`config.mk`:
```
export PLATFORM = sky130hd
export DESIGN_NAME = batcharger_ctrl_nch_flat
export DESIGN_NICKNAME = d
export VERILOG_FILES = /design/src/rtl/batcharger_pkg.sv /design/src/rtl/batcharger_ctrl_nch_if.sv /design/src/rtl/batcharger_ch_fsm.sv /design/src/rtl/batcharger_ctrl_nch.sv /design/src/flat_wrapper.sv
export SDC_FILE = /design/constraint.sdc
export NUM_CORES = 1
export LEC_CHECK = 0
export BUFFER_PORTS_ARGS = -buffer_cell sky130_fd_sc_hd__buf_2
export CAP_MARGIN = 20
export CORE_MARGIN = 4
export CORE_UTILIZATION = 40
export CTS_CLUSTER_SIZE = 20
export DETAILED_ROUTE_END_ITERATION = 10
export PLACE_DENSITY = 0.67
export SLEW_MARGIN = 10
export SYNTH_ARGS = -nofsm -noshare
export SYNTH_HDL_FRONTEND = slang
export SYNTH_HIERARCHICAL = 1
export SYNTH_SLANG_ARGS = --single-unit
export TNS_END_PERCENT = 1
```
`constraint.sdc`:
```
create_clock -name clk -period 2.5 [get_ports clk]
set_input_delay 0.5 -clock clk [delete_from_list [all_inputs] [get_ports clk]]
set_output_delay 0.5 -clock clk [all_outputs]
set_load 0.01 [all_outputs]
```
`src/rtl/batcharger_pkg.sv`:
```
// Shared types and defaults for the multi-channel Li-ion charge controller.
// Optional safety timer is enabled by defining BATCHARGER_TIMEOUT_EN.
package batcharger_pkg;

    typedef enum logic [2:0] {
        ST_OFF  = 3'd0,
        ST_TC   = 3'd1,
        ST_CC   = 3'd2,
        ST_CV   = 3'd3,
        ST_DONE = 3'd4
    } state_t;

    // Mode flags packed as {done, cv, cc, tc}
    localparam logic [3:0] MODE_NONE = 4'b0000;
    localparam logic [3:0] MODE_TC   = 4'b0001;
    localparam logic [3:0] MODE_CC   = 4'b0010;
    localparam logic [3:0] MODE_CV   = 4'b0100;
    localparam logic [3:0] MODE_DONE = 4'b1000;

    localparam int DEB_DEF      = 4;
    localparam int TOUT_W_DEF   = 16;
    localparam int TOUT_MAX_DEF = 40000;

    function automatic logic [3:0] mode_of(state_t s);
        case (s)
            ST_TC:   return MODE_TC;
            ST_CC:   return MODE_CC;
            ST_CV:   return MODE_CV;
            ST_DONE: return MODE_DONE;
            default: return MODE_NONE;
        endcase
    endfunction

endpackage

```
`src/rtl/batcharger_ctrl_nch_if.sv`:
```
// Bus between the charger controller and the analog front end / sampler.
// master drives ADC codes, enables and thresholds; slave is the controller.
interface batcharger_ctrl_nch_if #(
    parameter int NCH   = 2,
    parameter int ADC_W = 10
);
    logic [NCH-1:0]       en;
    logic                 smp_vld;
    logic [NCH*ADC_W-1:0] vbat;
    logic [NCH*ADC_W-1:0] ibat;
    logic [NCH*ADC_W-1:0] vtemp;
    logic [ADC_W-1:0]     vcutoff;
    logic [ADC_W-1:0]     vpreset;
    logic [ADC_W-1:0]     vrech;
    logic [ADC_W-1:0]     itc;
    logic [ADC_W-1:0]     icc;
    logic [ADC_W-1:0]     iend;
    logic [ADC_W-1:0]     tmin;
    logic [ADC_W-1:0]     tmax;
    logic [NCH-1:0]       tc;
    logic [NCH-1:0]       cc;
    logic [NCH-1:0]       cv;
    logic [NCH-1:0]       done;
    logic [NCH-1:0]       fault;
    logic [NCH*ADC_W-1:0] iset;
    logic [NCH*ADC_W-1:0] vset;

    modport master (
        output en, smp_vld, vbat, ibat, vtemp,
        output vcutoff, vpreset, vrech, itc, icc, iend, tmin, tmax,
        input  tc, cc, cv, done, fault, iset, vset
    );

    modport slave (
        input  en, smp_vld, vbat, ibat, vtemp,
        input  vcutoff, vpreset, vrech, itc, icc, iend, tmin, tmax,
        output tc, cc, cv, done, fault, iset, vset
    );
endinterface

```
`src/rtl/batcharger_ch_fsm.sv`:
```
// One charge channel: TC/CC/CV/DONE sequencer with per-condition debounce,
// temperature window shutdown and registered setpoint mux.
// Define BATCHARGER_TIMEOUT_EN to add the saturating safety timer.
//
//  state   | meaning
//  OFF     | disabled or faulted, classifying vbat to pick a start state
//  TC      | trickle charge, iset=itc
//  CC      | constant current, iset=icc
//  CV      | constant voltage, waiting for ibat to fall to iend
//  DONE    | charged, setpoints off, watching for recharge threshold
module batcharger_ch_fsm
    import batcharger_pkg::*;
#(
    parameter int ADC_W = 10,
    parameter int DEB   = DEB_DEF
`ifdef BATCHARGER_TIMEOUT_EN
    ,
    parameter int TOUT_W   = TOUT_W_DEF,
    parameter int TOUT_MAX = TOUT_MAX_DEF
`endif
) (
    input  logic             clk_i,
    input  logic             rst_n_i,
    input  logic             en_i,
    input  logic             smp_vld_i,
    input  logic [ADC_W-1:0] vbat_i,
    input  logic [ADC_W-1:0] ibat_i,
    input  logic [ADC_W-1:0] vtemp_i,
    input  logic [ADC_W-1:0] vcutoff_i,
    input  logic [ADC_W-1:0] vpreset_i,
    input  logic [ADC_W-1:0] vrech_i,
    input  logic [ADC_W-1:0] itc_i,
    input  logic [ADC_W-1:0] icc_i,
    input  logic [ADC_W-1:0] iend_i,
    input  logic [ADC_W-1:0] tmin_i,
    input  logic [ADC_W-1:0] tmax_i,
    output logic             tc_o,
    output logic             cc_o,
    output logic             cv_o,
    output logic             done_o,
    output logic             fault_o,
    output logic [ADC_W-1:0] iset_o,
    output logic [ADC_W-1:0] vset_o
);
    localparam int             CW    = $clog2(DEB + 1);
    localparam logic [CW-1:0]  DEB_C = CW'(DEB);

    state_t              state_q, state_d;
    logic [2:0][CW-1:0]  cnt_q, cnt_d;
    logic                fault_q, fault_d;
    logic [3:0]          mode_q, mode_d;
    logic [ADC_W-1:0]    iset_q, iset_d, vset_q, vset_d;
    logic                temp_ok;
    logic [2:0]          cond;
    state_t              tgt [3];

`ifdef BATCHARGER_TIMEOUT_EN
    localparam logic [TOUT_W-1:0] TOUT_C = TOUT_W'(TOUT_MAX);
    logic [TOUT_W-1:0] tout_q, tout_d, tout_inc;
    logic              tfault_q, tfault_d, tout_hit;
`endif

    // State, run counters and registered outputs
    always_ff @(posedge clk_i or negedge rst_n_i) begin
        if (!rst_n_i) begin
            state_q <= ST_OFF;
            cnt_q   <= '0;
            fault_q <= 1'b0;
            mode_q  <= MODE_NONE;
            iset_q  <= '0;
            vset_q  <= '0;
`ifdef BATCHARGER_TIMEOUT_EN
            tout_q   <= '0;
            tfault_q <= 1'b0;
`endif
        end else begin
            state_q <= state_d;
            cnt_q   <= cnt_d;
            fault_q <= fault_d;
            mode_q  <= mode_d;
            iset_q  <= iset_d;
            vset_q  <= vset_d;
`ifdef BATCHARGER_TIMEOUT_EN
            tout_q   <= tout_d;
            tfault_q <= tfault_d;
`endif
        end
    end

    // Next state: enable, then temperature/timeout shutdown, then debounced moves
    always_comb begin
        state_d = state_q;
        cnt_d   = cnt_q;
        fault_d = fault_q;
        temp_ok = (vtemp_i >= tmin_i) && (vtemp_i <= tmax_i);
        cond    = '0;
        tgt[0]  = ST_OFF;
        tgt[1]  = ST_OFF;
        tgt[2]  = ST_OFF;

        case (state_q)
            ST_OFF: begin
                cond[0] = vbat_i < vcutoff_i;
                cond[1] = (vbat_i >= vcutoff_i) && (vbat_i < vpreset_i);
                cond[2] = vbat_i >= vpreset_i;
                tgt[0]  = ST_TC;
                tgt[1]  = ST_CC;
                tgt[2]  = ST_DONE;
            end
            ST_TC: begin
                cond[0] = vbat_i >= vcutoff_i;
                tgt[0]  = ST_CC;
            end
            ST_CC: begin
                cond[0] = vbat_i >= vpreset_i;
                tgt[0]  = ST_CV;
            end
            ST_CV: begin
                cond[0] = ibat_i <= iend_i;
                tgt[0]  = ST_DONE;
            end
            ST_DONE: begin
                cond[0] = vbat_i < vrech_i;
                tgt[0]  = ST_CC;
            end
            default: ;
        endcase

`ifdef BATCHARGER_TIMEOUT_EN
        tout_d   = tout_q;
        tfault_d = tfault_q;
        tout_hit = 1'b0;
        tout_inc = (tout_q == '1) ? tout_q : tout_q + 1'b1;
        if (smp_vld_i && (state_q inside {ST_TC, ST_CC, ST_CV})) begin
            tout_d   = tout_inc;
            tout_hit = tout_inc >= TOUT_C;
        end
        // A timed-out channel may not restart until it is disabled
        if (tfault_q) cond = '0;
`endif

        if (!en_i) begin
            state_d = ST_OFF;
            cnt_d   = '0;
            fault_d = 1'b0;
        end else if (smp_vld_i) begin
            if (!temp_ok) begin
                state_d = ST_OFF;
                cnt_d   = '0;
                fault_d = 1'b1;
`ifdef BATCHARGER_TIMEOUT_EN
            end else if (tout_hit) begin
                state_d  = ST_OFF;
                cnt_d    = '0;
                fault_d  = 1'b1;
                tfault_d = 1'b1;
`endif
            end else begin
                for (int i = 0; i < 3; i++) begin
                    cnt_d[i] = cond[i] ? cnt_q[i] + 1'b1 : '0;
                    if (cnt_d[i] == DEB_C) state_d = tgt[i];
                end
                if (state_d != state_q) begin
                    cnt_d   = '0;
                    fault_d = 1'b0;
                end
            end
        end

`ifdef BATCHARGER_TIMEOUT_EN
        if (!en_i) tfault_d = 1'b0;
        if ((state_d == ST_OFF) || ((state_q == ST_DONE) && (state_d == ST_CC)))
            tout_d = '0;
`endif
    end

    // Setpoints and mode flags follow the state being entered
    always_comb begin
        mode_d = mode_of(state_d);
        iset_d = '0;
        vset_d = '0;
        case (state_d)
            ST_TC: begin
                iset_d = itc_i;
                vset_d = vpreset_i;
            end
            ST_CC, ST_CV: begin
                iset_d = icc_i;
                vset_d = vpreset_i;
            end
            default: ;
        endcase
    end

    assign tc_o    = mode_q[0];
    assign cc_o    = mode_q[1];
    assign cv_o    = mode_q[2];
    assign done_o  = mode_q[3];
    assign fault_o = fault_q;
    assign iset_o  = iset_q;
    assign vset_o  = vset_q;

endmodule

```
`src/rtl/batcharger_ctrl_nch.sv`:
```
// NCH independent charge channels sharing thresholds.
// Define BATCHARGER_TIMEOUT_EN to add the per-channel safety timer.
module batcharger_ctrl_nch
    import batcharger_pkg::*;
#(
    parameter int NCH   = 2,
    parameter int ADC_W = 10,
    parameter int DEB   = DEB_DEF
`ifdef BATCHARGER_TIMEOUT_EN
    ,
    parameter int TOUT_W   = TOUT_W_DEF,
    parameter int TOUT_MAX = TOUT_MAX_DEF
`endif
) (
    input logic                   clk,
    input logic                   rstz,
    batcharger_ctrl_nch_if.slave  bus
);
    wire [NCH-1:0]       tc_w, cc_w, cv_w, done_w, fault_w;
    wire [NCH*ADC_W-1:0] iset_w, vset_w;

    for (genvar k = 0; k < NCH; k++) begin : g_ch
        batcharger_ch_fsm #(
            .ADC_W(ADC_W),
            .DEB  (DEB)
`ifdef BATCHARGER_TIMEOUT_EN
            ,
            .TOUT_W  (TOUT_W),
            .TOUT_MAX(TOUT_MAX)
`endif
        ) u_ch (
            .clk_i    (clk),
            .rst_n_i  (rstz),
            .en_i     (bus.en[k]),
            .smp_vld_i(bus.smp_vld),
            .vbat_i   (bus.vbat[k*ADC_W +: ADC_W]),
            .ibat_i   (bus.ibat[k*ADC_W +: ADC_W]),
            .vtemp_i  (bus.vtemp[k*ADC_W +: ADC_W]),
            .vcutoff_i(bus.vcutoff),
            .vpreset_i(bus.vpreset),
            .vrech_i  (bus.vrech),
            .itc_i    (bus.itc),
            .icc_i    (bus.icc),
            .iend_i   (bus.iend),
            .tmin_i   (bus.tmin),
            .tmax_i   (bus.tmax),
            .tc_o     (tc_w[k]),
            .cc_o     (cc_w[k]),
            .cv_o     (cv_w[k]),
            .done_o   (done_w[k]),
            .fault_o  (fault_w[k]),
            .iset_o   (iset_w[k*ADC_W +: ADC_W]),
            .vset_o   (vset_w[k*ADC_W +: ADC_W])
        );
    end

    assign bus.tc    = tc_w;
    assign bus.cc    = cc_w;
    assign bus.cv    = cv_w;
    assign bus.done  = done_w;
    assign bus.fault = fault_w;
    assign bus.iset  = iset_w;
    assign bus.vset  = vset_w;

endmodule
```
`src/flat_wrapper.sv`:
```
// flat-port wrapper written by rule: the top's interface ports become plain ports
module batcharger_ctrl_nch_flat import batcharger_pkg::*;
#(
    parameter int NCH   = 2,
    parameter int ADC_W = 10,
    parameter int DEB   = DEB_DEF

)
  (clk, rstz, bus_en, bus_smp_vld, bus_vbat, bus_ibat, bus_vtemp, bus_vcutoff, bus_vpreset, bus_vrech, bus_itc, bus_icc, bus_iend, bus_tmin, bus_tmax, bus_tc, bus_cc, bus_cv, bus_done, bus_fault, bus_iset, bus_vset);
  batcharger_ctrl_nch_if #(.NCH(NCH), .ADC_W(ADC_W)) bus_i ();
  input logic clk;
  input logic rstz;
  input wire logic [$bits(bus_i.en)-1:0] bus_en;
  input wire logic [$bits(bus_i.smp_vld)-1:0] bus_smp_vld;
  input wire logic [$bits(bus_i.vbat)-1:0] bus_vbat;
  input wire logic [$bits(bus_i.ibat)-1:0] bus_ibat;
  input wire logic [$bits(bus_i.vtemp)-1:0] bus_vtemp;
  input wire logic [$bits(bus_i.vcutoff)-1:0] bus_vcutoff;
  input wire logic [$bits(bus_i.vpreset)-1:0] bus_vpreset;
  input wire logic [$bits(bus_i.vrech)-1:0] bus_vrech;
  input wire logic [$bits(bus_i.itc)-1:0] bus_itc;
  input wire logic [$bits(bus_i.icc)-1:0] bus_icc;
  input wire logic [$bits(bus_i.iend)-1:0] bus_iend;
  input wire logic [$bits(bus_i.tmin)-1:0] bus_tmin;
  input wire logic [$bits(bus_i.tmax)-1:0] bus_tmax;
  output wire logic [$bits(bus_i.tc)-1:0] bus_tc;
  output wire logic [$bits(bus_i.cc)-1:0] bus_cc;
  output wire logic [$bits(bus_i.cv)-1:0] bus_cv;
  output wire logic [$bits(bus_i.done)-1:0] bus_done;
  output wire logic [$bits(bus_i.fault)-1:0] bus_fault;
  output wire logic [$bits(bus_i.iset)-1:0] bus_iset;
  output wire logic [$bits(bus_i.vset)-1:0] bus_vset;
  assign bus_i.en = bus_en;
  assign bus_i.smp_vld = bus_smp_vld;
  assign bus_i.vbat = bus_vbat;
  assign bus_i.ibat = bus_ibat;
  assign bus_i.vtemp = bus_vtemp;
  assign bus_i.vcutoff = bus_vcutoff;
  assign bus_i.vpreset = bus_vpreset;
  assign bus_i.vrech = bus_vrech;
  assign bus_i.itc = bus_itc;
  assign bus_i.icc = bus_icc;
  assign bus_i.iend = bus_iend;
  assign bus_i.tmin = bus_tmin;
  assign bus_i.tmax = bus_tmax;
  assign bus_tc = bus_i.tc;
  assign bus_cc = bus_i.cc;
  assign bus_cv = bus_i.cv;
  assign bus_done = bus_i.done;
  assign bus_fault = bus_i.fault;
  assign bus_iset = bus_i.iset;
  assign bus_vset = bus_i.vset;
  batcharger_ctrl_nch #(.NCH(NCH), .ADC_W(ADC_W), .DEB(DEB)) u_core (.clk(clk), .rstz(rstz), .bus(bus_i));
endmodule
```
**Word level (Yosys, flattened, before mapping)**

Cells that the tools add are included.

- Multipliers: 0
- Shift operators: 0
- Reduce and logical (&&, ||, !) cells: 14
- Div/mod/pow operators: 0
- Bitwise operators: 0
- Muxes and demuxes: 54
- Order comparisons: 16
- $add $sub $neg: 6
- Equality and inequality tests: 28

Operators by type and width:

| cell | number |
|---|---|
| $mux 3 | 24 |
| $mux 9 | 8 |
| $ge 10x10->1 | 6 |
| $lt 10x10->1 | 6 |
| $le 10x10->1 | 4 |
| $pmux 10 s2 | 2 |
| $pmux 4 s4 | 2 |
| $eq 3x3->1 const B | 10 |
| $eq 3x2->1 const B | 8 |
| $pmux 3 s4 | 2 |
| $mux 10 | 2 |
| $add 3x1->3 const B | 6 |
| $eq 3x1->1 const B | 4 |
| $mux 5 | 2 |
| $pmux 1 s5 | 2 |
| $mux 1 | 8 |
| $reduce_or 2->1 | 4 |
| $logic_not 3->1 | 2 |
| $ne 3x2->1 const B | 2 |
| $ne 3x3->1 | 2 |
| $reduce_or 3->1 | 2 |
| $logic_and 1x1->1 | 4 |
| $mux 2 | 2 |
| $ne 2x1->1 const B | 2 |
| $reduce_and 2->1 | 2 |

- Bits in writable memories: 0
- ROM bits: 0
- Latch bits: 0
- Word-level logic and storage cells: 134
- Register bits: 74
- Input port bits: 145
- Memories kept: 0
- Output and inout bits: 50

**Logic depth before layout (Yosys ltp)**

- Depth after elaboration: 16
- Depth in mapped cells: 13
- Depth with buffers taken out: 12

**Hierarchy**

The synthesis kept the hierarchy.

By module, submodules not included:

| module | times used | cells an instance | area each (µm²) |
|---|---|---|---|
| batcharger_ch_fsm | 2 | 366 | 3,296.9 |

**Least setup slack after synthesis**

OpenSTA, ideal clock, no wires.

- Path kind: input port to flip-flop
- Start: input bus_vpreset[5]
- End: register u_core.g_ch[0].u_ch.iset_q[0]
- Required time: 2.379 ns
- Arrival: 2.860 ns
- Setup slack: -0.481 ns
- Cell stages on the path: 12
- Cell sequence: inv_1 -> ha_1 -> a21oi_1 -> o21ai_0 -> a2111o_1 -> a2111o_1 -> and4_1 -> o2111ai_1 -> o211a_1 -> nor3_2 -> buf_6 -> a22o_2

- Cells in the longest elaborated chain, start to end: 16
- Elaborated cells on any way between the ends: 25
- Those cells by class: 2 x order compare; 6 x eq/ne; 15 x mux; 2 x reduce/logical

RTL lines:

| item | RTL line | RTL |
|---|---|---|
| start, declared | flat_wrapper.sv:19 | `input wire logic [$bits(bus_i.vpreset)-1:0] bus_vpreset;` |
| $ge 10x10->1 or $lt 10x10->1 (tied branches) | batcharger_ch_fsm.sv:105, batcharger_ch_fsm.sv:115, batcharger_ch_fsm.sv:104 |  |
| $pmux 1 s5 or $logic_and 1x1->1 (tied branches) | batcharger_ch_fsm.sv:101, batcharger_ch_fsm.sv:104 |  |
| $mux 3 or $mux 2 (tied branches) | batcharger_ch_fsm.sv:160, batcharger_ch_fsm.sv:101 |  |
| $eq 3x3->1 or $mux 3 (tied branches) | batcharger_ch_fsm.sv:161, batcharger_ch_fsm.sv:160 |  |
| $mux 3 or $eq 3x3->1 (tied branches) | batcharger_ch_fsm.sv:161 | `if (cnt_d[i] == DEB_C) state_d = tgt[i];` |
| $mux 3 | batcharger_ch_fsm.sv:161 |  |
| $mux 3 (*) | batcharger_ch_fsm.sv:161 |  |
| $mux 3 (*) | batcharger_ch_fsm.sv:147 | `if (!temp_ok) begin` |
| $mux 3 (*) | batcharger_ch_fsm.sv:146 | `end else if (smp_vld_i) begin` |
| $mux 3 (*) | batcharger_ch_fsm.sv:142 | `if (!en_i) begin` |
| $mux 3 (*) | batcharger_ch_fsm.sv:147 |  |
| $mux 3 (*) | batcharger_ch_fsm.sv:146 |  |
| $mux 3 (*) | batcharger_ch_fsm.sv:142 |  |
| $eq 3x2->1 | batcharger_ch_fsm.sv:182 | `case (state_d)` |
| $reduce_or 2->1 | n/a |  |
| $pmux 10 s2 (*) | batcharger_ch_fsm.sv:182 |  |
| via u_core.g_ch[0].u_ch.iset_d[0] | batcharger_ch_fsm.sv:52 | `logic [ADC_W-1:0] iset_q, iset_d, vset_q, vset_d;` |
| end signal, assigned | batcharger_ch_fsm.sv:81 | `iset_q <= iset_d;` |
| end, declared | batcharger_ch_fsm.sv:52 |  |

The timed path passes the listed nets; every way through them passes the cells marked *. The select of a mux whose other input is x is not followed.
A chain may end at the register's enable or synchronous reset.

**Final worst setup path**

- Start: input bus_vbat[17]
- End: register u_core.g_ch[1].u_ch.iset_q[0]

- Cells in the longest elaborated chain, start to end: 16
- Elaborated cells on any way between the ends: 28
- Those cells by class: 5 x order compare; 6 x eq/ne; 15 x mux; 2 x reduce/logical

RTL lines:

| item | RTL line | RTL |
|---|---|---|
| start, declared | flat_wrapper.sv:15 | `input wire logic [$bits(bus_i.vbat)-1:0] bus_vbat;` |
| $lt 10x10->1, or another cell as far along | batcharger_ch_fsm.sv:123 | `cond[0] = vbat_i < vrech_i;` |
| $pmux 1 s5 or $logic_and 1x1->1 (tied branches) | batcharger_ch_fsm.sv:101, batcharger_ch_fsm.sv:104 |  |
| $mux 3 or $mux 2 (tied branches) | batcharger_ch_fsm.sv:160, batcharger_ch_fsm.sv:101 |  |
| $eq 3x3->1 or $mux 3 (tied branches) | batcharger_ch_fsm.sv:161, batcharger_ch_fsm.sv:160 |  |
| $mux 3 or $eq 3x3->1 (tied branches) | batcharger_ch_fsm.sv:161 |  |
| $mux 3 | batcharger_ch_fsm.sv:161 |  |
| $mux 3 (*) | batcharger_ch_fsm.sv:161 |  |
| $mux 3 (*) | batcharger_ch_fsm.sv:147 |  |
| [... 2 more ...] | n/a |  |
| $mux 3 (*) | batcharger_ch_fsm.sv:147 |  |
| $mux 3 (*) | batcharger_ch_fsm.sv:146 |  |
| $mux 3 (*) | batcharger_ch_fsm.sv:142 |  |
| via u_core.g_ch[1].u_ch.state_d[2] | batcharger_ch_fsm.sv:48 | `state_t state_q, state_d;` |
| $eq 3x2->1 | batcharger_ch_fsm.sv:182 |  |
| $reduce_or 2->1 | batcharger_ch_fsm.sv:182 |  |
| $pmux 10 s2 (*) | batcharger_ch_fsm.sv:182 |  |
| via u_core.g_ch[1].u_ch.iset_d[0] | batcharger_ch_fsm.sv:52 |  |
| end signal, assigned | batcharger_ch_fsm.sv:81 |  |
| end, declared | batcharger_ch_fsm.sv:52 |  |

Marked as above.

==> results.py <==
metrics = {
    "run_status": {
        "status": "finished, violations left",
        "violations": "setup timing",
    },
    "synthesis": {
        "synth-seq-cells": 74,
        "synth_area_leaders": "dfrtp_1 (28%), ha_1 (24%), inv_1 (7.4%)",
        "ys.flop_type": "dfrtp_1",
        "synth_cell_type_count": 59,
        "yosysTopAreaCell": "dfrtp_1",
        "synthCells": 732,
        "ys_seq_area_frac": 0.281,
        "mappedNetlistArea_sq_mm": 0.00659,
        "syn_area_per_cell_sq_um": 9.01,
        "async_flop_share": 1.00,
        "synthDominantCellAreaShare": 0.281,
        "synth_edf_count": 0,
        "syn-num-nets": 1001,
        "yosys_warnings": 6,
    },
    "detailed_routing": {
        "routed_wl_mm": 18.6,
        "post_drt_wl_per_cell_um": 14.9,
        "vias": 6396,
        "antenna_left": 0,
        "drc": 0,
        "firstDrtPassIters": 4,
        "viasPerCell": 5.13,
        "first_iter_violations": 227,
    },
    "global_route": {
        "grt_pass1_wl_mm": 29.8,
        "first_global_vias": 6343,
        "gr-total-overflow": 0,
        "track_usage": 0.201,
        "antenna_found_initial": 0,
        "grt_max_degree": 41,
    },
    "setup_path": {
        "endpoint_kind": "flop",
        "critPathKind": "input pin to flop",
        "rr_startpoint": "u_core/g_ch[0].u_ch/state_q[0]",
        "cp-start-kind": "input pin",
        "crit_buf_inv": 3,
        "path_delay_family": "compound AO/OA/AOI/OAI gates",
        "r2r_slack_ns": -0.33,
        "worstPathCellList": "buf_2, ha_1, nand4_1, a211oi_2, buf_4, a2111o_1, a2bb2oi_2, and3_4, a21oi_2, o31ai_4, nor2_2, buf_12, a22o_4",
        "crit_fanout": 10,
        "startpoint": "bus_vbat[17]",
        "crit_end": "u_core/g_ch[1].u_ch/iset_o[0]",
        "max_stage_delay_ns": 0.39,
        "worst_path_max_delay_cell": "o31ai_4",
        "reg2reg_depth": 11,
        "r2r-end": "u_core/g_ch[0].u_ch/iset_o[5]",
        "cp.depth": 13,
        "worstPathRequired_ns": 2.74,
        "cp.arrival_ns": 3.12,
    },
    "timing": {
        "setup_viol_count_final": 65,
        "hold_violations": 0,
        "clock.fmax_mhz": 347,
        "finalSetupTns_ns": -16.75,
        "fin_crit_sh": 1.15,
        "slew_violations": 0,
        "relSlewSlack": 0.680,
        "period_needed_ns": 2.88,
        "rsz0062_at_grt": "true",
        "max_slew.worst_pin.slew_ns": 0.468,
        "fin_ws_ns": -0.381,
        "finClkSkew_ns": 0.00717,
    },
    "placement": {
        "io_buffers": 194,
        "dpl_cell_area_sq_mm": 0.00870,
        "dp_hpwl_mm": 15.2,
        "gp_congestion": 0.872,
    },
    "layout": {
        "diodes": 0,
        "multi_input_area_sq_mm": 0.00459,
        "filler_cell_count": 1448,
        "final_nets": 1296,
        "drive_gt1_frac": 0.407,
        "seqCellArea_sq_mm": 0.00185,
        "area_growth_pct": 42.5,
        "design_area_sq_mm": 0.00940,
    },
    "min_path": {
        "hold_path_class": "input pin to asynchronous set/reset pin",
    },
    "power": {
        "vdd.ir_drop.worst_mv": 0.276,
        "total_power_mw": 3.47,
        "power_density_mw_per_mm2": 369,
        "p_leak_nw": 5.09,
    },
    "clock_tree": {
        "h-tree-depth": 3,
        "insertion_delay_ns": 0.34,
        "cts_root_buffer": "clkbuf_16",
        "cts_buffers": 9,
        "clk_pin_slew_ns": 0.07,
        "cts_tree": "done",
        "cts.sinks": 74,
        "clk_path_buf_depth": 2,
    },
    "floorplan": {
        "pin_count": 195,
        "rows": 46,
        "dieArea_sq_mm": 0.0186,
        "core_sq_mm": 0.0160,
        "start_util": 0.412,
        "die_x_um": 136,
        "dieHeight_um": 136,
    },
    "run": {
        "maxCapViolCount": 0,
    },
}
cell type report:
cell class	count	share of cell area
repair buffers	294	0.197
well taps	216	0.0288
multi-input cells	516	0.489
flip-flops and latches	74	0.197
clock buffers	9	0.0240
inverters	132	0.0557
clock inverters	7	0.00892
synthesized netlist by cell type (all sizes together) (8+ instances only):
| cell type | instances |
|---|---|
| a21o | 8 |
| o211ai | 8 |
| nor2 | 20 |
| nand2 | 44 |
| nand4 | 18 |
| a211oi | 16 |
| a21oi | 42 |
| ha | 124 |
| nand3 | 16 |
| inv | 132 |
| and2 | 24 |
| dfrtp | 74 |
| nand2b | 20 |
| a2111oi | 8 |
| nor2b | 8 |
| nor3 | 16 |
| o21ai | 36 |
| a22o | 22 |
metal layers:
metal / wire [um] / vias to the layer above / global-route usage
li1: - / 3219 / -
met1: 8270 / 2964 / 0.261
met2: 8890 / 192 / 0.343
met3: 1210 / 21 / 0.0422
met4: 267 / 0 / 0.0482
met5: 0 / - / 0
stage by stage:
step	cells	hold WS (ns)	util	setup WS, ns
after floorplan	732	0.204	-	-0.338
after global placement	1225	0.481	0.544	-0.869
after detailed placement	1225	0.488	0.544	-0.833
after CTS	1248	0.124	0.578	-0.325
after global routing	1248	0.155	0.587	-0.477
final	1248	0.117	0.587	-0.381
cell usage in the layout (no fill, tap or decap), types with 8 or more instances in the layout:
cell type | netlist | layout
dfrtp_1 | 74 | 74
o21ai_1 | 0 | 10
ha_1 | 124 | 111
a21oi_2 | 0 | 9
o211ai_1 | 8 | 8
ha_4 | 0 | 11
buf_6 | 4 | 8
inv_1 | 130 | 124
nand2b_1 | 20 | 20
o21ai_2 | 2 | 8
and2_1 | 24 | 24
nor3_1 | 14 | 8
nand2_1 | 44 | 44
a21o_1 | 8 | 8
a22o_2 | 18 | 16
nand3_1 | 14 | 13
a21oi_1 | 42 | 32
nor2b_1 | 8 | 8
buf_2 | 0 | 190
nor2_1 | 18 | 16
clkbuf_16 | 0 | 9
a211oi_2 | 2 | 8
buf_4 | 2 | 89
o21ai_0 | 34 | 18
nand4_1 | 18 | 18
cells by family after synthesis:
family | Yosys count | share of synthesized area
compound gates | 190 | 0.222
fa+ha+maj | 124 | 0.235
buf+inv | 142 | 0.0865
simple gates | 196 | 0.166
xor+xnor | 4 | 0.00531
flops | 74 | 0.281
mux | 2 | 0.00342
flip-flops by register name, indices dropped and copies added (netlist names):
name	count
u_core/g_ch.u_ch/mode_q	8
u_core/g_ch.u_ch/iset_o	20
u_core/g_ch.u_ch/state_q	6
u_core/g_ch.u_ch/cnt_q	18
u_core/g_ch.u_ch/vset_o	20
u_core/g_ch.u_ch/fault_o	2
report_power, final:
group	switching, mW	internal, mW	total, mW
registers	0.00410	1.20	1.21
logic	0.467	0.435	0.902
clock network	0.569	0.792	1.36
worst register-to-register path, cell delays in order, from the launching register on:
cell,delay (ns)
dfrtp_1,0.40
or4b_4,0.54
a2111o_1,0.42
a2bb2oi_2,0.15
buf_4,0.15
nand3_4,0.06
nor3_2,0.05
buf_4,0.13
o31ai_4,0.37
nor3_4,0.07
buf_12,0.15
a22o_2,0.23
how the worst min path moves through the flow:
stage,start,to,slack (ns),cells after the start
3_3_place_gp,u_core/g_ch[1].u_ch/cnt_q[4],u_core/g_ch[1].u_ch/cnt_q[4],0.48,2
3_5_place_dp,rstz,u_core/g_ch[0].u_ch/vset_o[0],0.49,1
6_report,rstz,u_core/g_ch[1].u_ch/vset_o[6],0.12,1
2_1_floorplan,rstz,u_core/g_ch[0].u_ch/cnt_q[0],0.20,0
4_1_cts,rstz,u_core/g_ch[0].u_ch/cnt_q[8],0.12,1
5_1_grt,rstz,u_core/g_ch[0].u_ch/vset_o[0],0.16,1
what timing repair did:
item | in CTS | in global routing
setup buffers | 8 | 0
gates resized for setup | 47 | 32
endpoints found under the setup margin | 72 | 74
pin swaps | 32 | 19
hold buffers | 0 | 0
cloned | 0 | 0
No activity file was read; power rests on OpenSTA's default activity.
